`src/rtl/alu_pkg.sv`:
```
// Shared ALU definitions: divider state encoding and default datapath width.
package alu_pkg;

    localparam int DIV_DATA_W = 16;

    typedef enum logic [1:0] {
        IDLE = 2'd0,
        RUN  = 2'd1,
        DONE = 2'd2
    } div_state_t;

endpackage

```
`src/rtl/div_trial_sub.sv`:
```
// Combinational (DATA_W+1)-bit trial subtract S - {0,D} with a true borrow-out.
module div_trial_sub #(
    parameter int DATA_W = 16
) (
    input  logic [DATA_W:0]   s,
    input  logic [DATA_W-1:0] d,
    output logic [DATA_W:0]   diff,
    output logic              borrow
);

    // One extra bit above the operands captures the borrow of an unsigned subtract.
    logic [DATA_W+1:0] wide_diff;

    assign wide_diff = {1'b0, s} - {2'b00, d};
    assign diff      = wide_diff[DATA_W:0];
    assign borrow    = wide_diff[DATA_W+1];

endmodule

```
`src/rtl/sub_divider_ctrl.sv`:
```
// Sequential unsigned restoring divider: one quotient bit per cycle through a shared trial subtracter.
// Optional macro DIV_ZERO_DETECT_EN: a zero divisor skips RUN and raises oDivZero.
module sub_divider_ctrl
    import alu_pkg::*;
#(
    parameter int DATA_W = DIV_DATA_W,
    parameter int CNT_W  = 5
) (
    input  logic              iClk,
    input  logic              iReset,
    input  logic              iStart,
    input  logic [DATA_W-1:0] iDividend,
    input  logic [DATA_W-1:0] iDivisor,
    output logic              oBusy,
    output logic              oDone,
    output logic [DATA_W-1:0] oQuot,
    output logic [DATA_W-1:0] oRem,
    output logic              oDivZero
);

    div_state_t        state_q, state_d;
    logic [DATA_W:0]   r_q, r_d;
    logic [DATA_W-1:0] q_q, q_d;
    logic [DATA_W-1:0] d_q, d_d;
    logic [CNT_W-1:0]  cnt_q, cnt_d;

    logic [DATA_W:0]   trial_s;
    logic [DATA_W:0]   trial_diff;
    logic              trial_borrow;

`ifdef DIV_ZERO_DETECT_EN
    logic              div_zero_q, div_zero_d;
`endif

    // Next remainder bit comes from the dividend MSB as it shifts out of Q.
    assign trial_s = {r_q[DATA_W-1:0], q_q[DATA_W-1]};

    div_trial_sub #(
        .DATA_W (DATA_W)
    ) u_trial_sub (
        .s      (trial_s),
        .d      (d_q),
        .diff   (trial_diff),
        .borrow (trial_borrow)
    );

    always_comb begin
        // NOTE: every signal gets its hold value first so no path through the case infers a latch.
        state_d = state_q;
        r_d     = r_q;
        q_d     = q_q;
        d_d     = d_q;
        cnt_d   = cnt_q;
`ifdef DIV_ZERO_DETECT_EN
        div_zero_d = div_zero_q;
`endif

        unique case (state_q)
            IDLE, DONE: begin
                state_d = IDLE;
                if (iStart) begin
                    r_d     = '0;
                    q_d     = iDividend;
                    d_d     = iDivisor;
                    cnt_d   = '0;
                    state_d = RUN;
`ifdef DIV_ZERO_DETECT_EN
                    div_zero_d = 1'b0;
                    if (iDivisor == '0) begin
                        q_d        = '1;
                        r_d        = {1'b0, iDividend};
                        div_zero_d = 1'b1;
                        state_d    = DONE;
                    end
`endif
                end
            end
            RUN: begin
                // Restoring step: keep the difference only when it did not go negative.
                r_d   = trial_borrow ? trial_s : trial_diff;
                q_d   = {q_q[DATA_W-2:0], ~trial_borrow};
                cnt_d = cnt_q + CNT_W'(1);
                if (cnt_q == CNT_W'(DATA_W - 1)) begin
                    state_d = DONE;
                end
            end
            default: begin
                state_d = IDLE;
            end
        endcase
    end

    always_ff @(posedge iClk) begin
        if (iReset) begin
            state_q <= IDLE;
            r_q     <= '0;
            q_q     <= '0;
            d_q     <= '0;
            cnt_q   <= '0;
`ifdef DIV_ZERO_DETECT_EN
            div_zero_q <= 1'b0;
`endif
        end else begin
            // NOTE: non-blocking assignments so every flop samples the pre-edge values.
            state_q <= state_d;
            r_q     <= r_d;
            q_q     <= q_d;
            d_q     <= d_d;
            cnt_q   <= cnt_d;
`ifdef DIV_ZERO_DETECT_EN
            div_zero_q <= div_zero_d;
`endif
        end
    end

    // The partial remainder never exceeds the divisor, so its top bit stays clear.
    r_msb_zero: assert property (@(posedge iClk) disable iff (iReset) !r_q[DATA_W]);

    assign oBusy = (state_q == RUN);
    assign oDone = (state_q == DONE);
    assign oQuot = q_q;
    assign oRem  = r_q[DATA_W-1:0];

`ifdef DIV_ZERO_DETECT_EN
    assign oDivZero = div_zero_q;
`else
    assign oDivZero = 1'b0;
`endif

endmodule

```
`config.mk`:
```
export PLATFORM = sky130hd
export DESIGN_NAME = sub_divider_ctrl
export DESIGN_NICKNAME = d
export VERILOG_FILES = /design/src/rtl/alu_pkg.sv /design/src/rtl/div_trial_sub.sv /design/src/rtl/sub_divider_ctrl.sv
export SDC_FILE = /design/constraint.sdc
export NUM_CORES = 1
export LEC_CHECK = 0
export ABC_AREA = 0
export BUFFER_PORTS_ARGS = -buffer_cell sky130_fd_sc_hd__buf_4
export CAP_MARGIN = 25
export CORE_ASPECT_RATIO = 1.2
export CORE_UTILIZATION = 42
export DETAILED_ROUTE_END_ITERATION = 10
export PLACE_DENSITY = 0.69
export SLEW_MARGIN = 0
export SYNTH_ARGS = -nofsm -noshare
export SYNTH_HDL_FRONTEND = slang
export SYNTH_SLANG_ARGS = --single-unit
```
`constraint.sdc`:
```
create_clock -name iClk -period 4.6 [get_ports iClk]
set_input_delay 0.46 -clock iClk [delete_from_list [all_inputs] [get_ports iClk]]
set_output_delay 0.46 -clock iClk [all_outputs]
set_load 0.05 [all_outputs]
```
==> results of run 1 <==
-- power by group through the flow --
stage / Clock (W) / Sequential, W / Combinational (W)
after floorplan: 0 / 0.000709 / 0.000638
after global placement: 0 / 0.000587 / 0.000927
after detailed placement: 0 / 0.000588 / 0.000945
after CTS: 0.000349 / 0.000577 / 0.000950
after global routing: 0.000366 / 0.000585 / 0.00105
final: 0.000342 / 0.000578 / 0.000955
-- stage by stage --
stage | power [W] | instances
finish | 0.00187 | 522
global route | 0.00200 | 522
CTS | 0.00188 | 521
detailed placement | 0.00153 | 513
global placement | 0.00151 | 513
floorplan | 0.00135 | 376
-- state kept, by name (all words and copies together) (netlist names) --
| signal | count |
|---|---|
| cnt_q | 5 |
| d_q | 16 |
| oQuot | 16 |
| r_q | 16 |
| state_q | 2 |
-- critical path, delay by kind of cell (launching register included) --
kind | cells | cell delay (ns)
buffers and inverters | 1 | 0.19
DFF | 1 | 0.37
AOI/OAI and AO/OA | 7 | 1.67
adders and majority gates | 1 | 0.38
-- area by class of cell --
cell class	count	share of cell area, %
Clock buffer	6	2.27
Clock inverter	2	0.965
Inverter	25	2.58
Multi-Input combinational cell	275	46.0
Sequential cell	55	30.3
Tap cell	87	3.00
Timing Repair Buffer	72	14.9
-- cells in the mapped netlist (all sizes together) (2+ instances only) --
cell type	n
nand4	2
a211oi	2
a22o	9
nor2b	4
nor3	5
a21o	4
nor3b	2
buf	4
and2	3
nor2	25
nand2b	6
dfxtp	55
a21oi	54
o21ai	18
o31ai	5
o21a	4
clkbuf	17
nand3	5
inv	25
xor2	5
xnor2	4
ha	18
a32oi	4
o211ai	2
nand2	64
a22oi	16
-- metal layers --
metal | GRT usage, % | share of wire (%) | wire [um]
met1 | 25.7 | 43 | 3180
met2 | 37.4 | 51 | 3730
met5 | 0 | 0 | 0
met3 | 3.88 | 4.9 | 357
met4 | 6.02 | 1.2 | 85
-- logic make-up after synthesis --
group           Yosys count  synth area share (%)
compound gates          124                  27.0
simple gates            122                  18.2
flops                    55                  37.2
buf+inv                  46                  6.51
fa+ha+maj                19                  8.28
xor+xnor                  9                  2.66
other cells               1                 0.127
-- layout by cell type (no fill, tap or decap), types with 4 or more instances in the layout --
cell type  netlist  routed
a21o_1           4       4
a21oi_1         51      51
a22o_1           9       9
a22oi_1         16      16
a32oi_1          4       4
buf_4            1      72
clkbuf_8         0       6
dfxtp_1         55      55
ha_1            18      18
inv_1           25      25
nand2_1         64      64
nand2b_1         6       6
nand3_1          5       5
nor2_1          25      25
nor3_1           5       5
o21a_1           4       4
o21ai_0         11      11
o21ai_1          7       7
o31ai_1          5       5
xnor2_1          4       4
xor2_1           5       5
-- path summary, 6_finish.rpt --
kind | slack (ns) | start | cells after the start | to
setup reg to reg | 1.86 | r_q[11] | 9 | r_q[14]
setup / recovery | 1.86 | r_q[11] | 9 | r_q[14]
hold / removal | 0.38 | iDividend[0] | 3 | oQuot[0]
hold reg to reg | 0.46 | d_q[10] | 2 | d_q[10]
==> metrics.csv, run 1 <==
metric,value,unit
place_ws,1.92,ns
tns,0,ns
insertion_delay,0.31,ns
combinationalPowerShare,51.0,%
worst_pin_slew,0.859,ns
cts_buffers,5,
status,"finished, final reports clean",
wl_per_cell,14.1,um
vdd_drop_max,0.261,mV
hold_path_class,in2reg,
drt-initial-drc-count,144,
crit_path_end_kind,register,
postCtsSetupBuffers,0,
grt_pass1_vias,2663,
gp_congestion,0.848,
port-buffer-count,68,
synth-edff-count,0,
setup_slack,1.86,ns
num-fill-cells,675,
seqCellArea,1100,um^2
p_clk_share,18.2,%
cts_hold_buf,0,
drc_errors,0,
crit_required,4.79,ns
via_per_inst,5.37,
final.period_utilization,59.5,%
yosysUniqueCellTypes,46,
power_frac_seq,30.8,%
p_int,0.00105,W
worstPathCellList,"ha_1, a21oi_2, o221ai_1, a21o_1, a211o_1, a21oi_4, inv_1, a31oi_1, o31ai_1",
seq_area_frac_synth,37.2,%
fin_crit,2.74,ns
overflow,0,
switchingPower,0.000828,W
yosysTopAreaCellShare,37.2,%
design.core.area,6810,um^2
slew_headroom,42.7,%
max_freq,0.365,GHz
antenna_found_initial,0,
io_pins,70,
syn-num-nets,430,
dp_hpwl,5.15,mm
start_util,43.5,%
track_usage,21.1,%
setup_violations,0,
avgSynthCellArea,7.87,um^2
critPathSlowestCell,a21oi_4,
clkSinkCount,55,
synthCells,376,
fin_util,53.3,%
worst-setup-path-type,reg2reg,
hold_violations,0,
yosys.area.top_type,dfxtp_1,
drt_wl_total,7.35,mm
ant_nets,0,
drv_slew,0,
multi_input_area,1670,um^2
cts_buffer_depth,2,
ys_ff_latch,55,
ctsResizeCount,0,
synth_area,2960,um^2
finalInstanceArea,3630,um^2
die_x,78.6,um
skew,0.00429,ns
critical_path_arrival,2.93,ns
worstPathMaxFanout,26,
power_density,516,nW/um^2
async_flop_share,0,%
rsz0062_at_grt,false,
yosysWarningCount,0,
grt_start_max_net_pins,44,
placed_cell_area,3510,um^2
fp-row-count,33,
drive_above_1_share,20.2,%
max_stage_delay,0.55,ns
yosys-top-cells-area,"dfxtp_1 37%, a21oi_1 8.6%, nand2_1 8.1%, ha_1 7.6%, a22oi_1 4.1%",
holdWs,0.378,ns
clk_pin_slew,0.10,ns
final_nets,488,
ys.flop_type,dfxtp_1,
drv_cap,0,
n_antenna_cell,0,
ctsHtreeMaxLevel,2,
vias,2804,
first_pass_iters,4,
crit_path_start_kind,register,
die_area,7390,um^2
die_h,94.0,um
p_sw_share,44.2,%
grt_pass1_wl,12.3,mm
p_leak,1.57,nW
cts-root-buf,clkbuf_8,
syn_to_final_growth,22.7,%
cts_tree,yes,
Power figures use the tool's default switching activity.
==> run 2: changes to the inputs <==
- PLACE_DENSITY: 0.69 -> 0.71
- clock period: 4.6 -> 2.3 ns (I/O delays scaled with it)
==> run 2 against run 1 <==
Fmax rose by 21%. Clock power rose by 57%. Final cell count rose by 5.9%. Non-clock buffer count rose by 31. Largest cell class unchanged. Design area rose by 10%. Global-route usage rose by 0.12 points. Setup slack got worse by 1.8 ns. Die area did not move. Worst hold slack got worse by 0.23 ns. Sequential power rose by 100%.
==> metrics.csv, run 2 (same netlist as run 1, synthesis figures left out) <==
metric,value,unit
status,"finished, final reports clean",
rsz0062_at_grt,true,
n_antenna_cell,0,
crit_path_start_kind,register,
grt_start_max_net_pins,44,
drt-initial-drc-count,116,
met2_length,3.95,mm
drive_above_1_share,32.4,%
drc_errors,0,
p_leak,1.74,nW
dp_hpwl,5.61,mm
clk_pin_slew,0.10,ns
design.core.area,6810,um^2
drt_wl_total,7.68,mm
worst-setup-path-type,reg2reg,
fp-row-count,33,
cts_buffer_depth,2,
cts_buffers,5,
grt_pass1_vias,2787,
most-common-layout-cells,"101 x buf_4, 64 x nand2_1, 48 x a21oi_1",
via_per_inst,5.27,
vias,2917,
die_x,78.6,um
max_stage_delay,0.40,ns
gp_congestion,0.865,
cts_tree,yes,
final_nets,519,
critical_path_arrival,2.46,ns
crit_required,2.49,ns
path_common_cell,o21a_1,
first_pass_iters,5,
vdd_drop_max,0.539,mV
holdWs,0.151,ns
final_common_cell,buf_4,
die_h,94.0,um
final.period_utilization,98.5,%
port-buffer-count,68,
power_density,1050,nW/um^2
hold_path_class,in2reg,
cp_num_buf_inv,1,
ctsHtreeMaxLevel,2,
drv_cap,0,
drv_slew,0,
grt_pass1_wl,12.4,mm
ant_nets,0,
dr_wl_met3,266,um
cts-root-buf,clkbuf_8,
hold_violations,0,
worst_pin_slew,0.586,ns
slew_headroom,61.0,%
io_pins,70,
top_layer,met4,
tns,0,ns
max_freq,0.441,GHz
worstPathMaxFanout,2,
wl_per_cell,13.9,um
die_area,7390,um^2
syn_to_final_growth,35.3,%
worstPathCellList,"inv_2, ha_4, fa_2, nor2b_1, o21a_1, o21a_1, a21o_1, o21a_1, or4_1, a31oi_1, o31ai_1",
fin_crit,2.27,ns
track_usage,21.2,%
overflow,0,
crit_family,compound AO/OA/AOI/OAI gates,
antenna_found_initial,0,
skew,0.00381,ns
cts_hold_buf,0,
clkSinkCount,55,
critPathSlowestCell,or4_1,
setup_violations,0,
wl_met1,3.31,mm
num-fill-cells,624,
crit_path_end_kind,register,
start_util,43.5,%
insertion_delay,0.31,ns
==> run 2: area by class of cell <==
class,count,area (um^2),area share (%)
clock buffer,6,72.6,1.81
clock inverter,2,11.3,0.281
inverter,25,93.8,2.34
multi-input combinational,275,1800,45.0
sequential,55,1130,28.2
tap,87,109,2.72
timing repair buffer,103,790,19.7
==> run 2: layer usage <==
layer	up-vias	track usage, %
met3	14	3.30
li1	1480	-
met4	0	7.72
met2	59	39.3
met5	-	0
met1	1364	24.1
==> run 2: where the power goes <==
group | internal (W) | switching [W] | leakage [nW]
clock | 0.000215 | 0.000322 | 0.0455
combinational | 0.00112 | 0.00137 | 1.24
sequential | 0.00106 | 0.000102 | 0.458
total | 0.00240 | 0.00180 | 1.74
==> run 2: final timing paths <==
| check | start | to | slack (ns) | cells past startpoint |
|---|---|---|---|---|
| setup / recovery | oQuot[15] | r_q[14] | 0.03 | 11 |
| hold / removal | iDivisor[2] | d_q[2] | 0.15 | 3 |
| setup reg to reg | oQuot[15] | r_q[14] | 0.03 | 11 |
| hold reg to reg | d_q[12] | d_q[12] | 0.46 | 2 |
==> run 2: timing repair <==
item | 4_1_cts | 5_1_grt
setup endpoints to repair | 2 | 16
endpoints found under the hold margin | 0 | 0
setup buffers | 1 | 3
pin swaps | 1 | 8
resized for setup | 3 | 23
==> run 2: stage by stage <==
step	setup WS [ns]	total power [W]	std cells	utilization [%]	area, um^2
final	0.0336	0.00419	553	58.8	4010
after global routing	-0.0584	0.00447	553	58.8	4010
after CTS	-0.00259	0.00400	550	56.7	3860
after detailed placement	-0.0258	0.00341	541	55.2	3760
after global placement	0.0580	0.00337	541	55.2	3760
after floorplan	-0.0306	0.00272	376	-	3000
==> run 2: worst reg2reg max path, cell delays in order, from the launching register on <==
cell and delay, ns:
dfxtp_2 0.33, inv_2 0.06, ha_4 0.13, fa_2 0.20
nor2b_1 0.05, o21a_1 0.17, o21a_1 0.18, a21o_1 0.17
o21a_1 0.19, or4_1 0.40, a31oi_1 0.16, o31ai_1 0.08
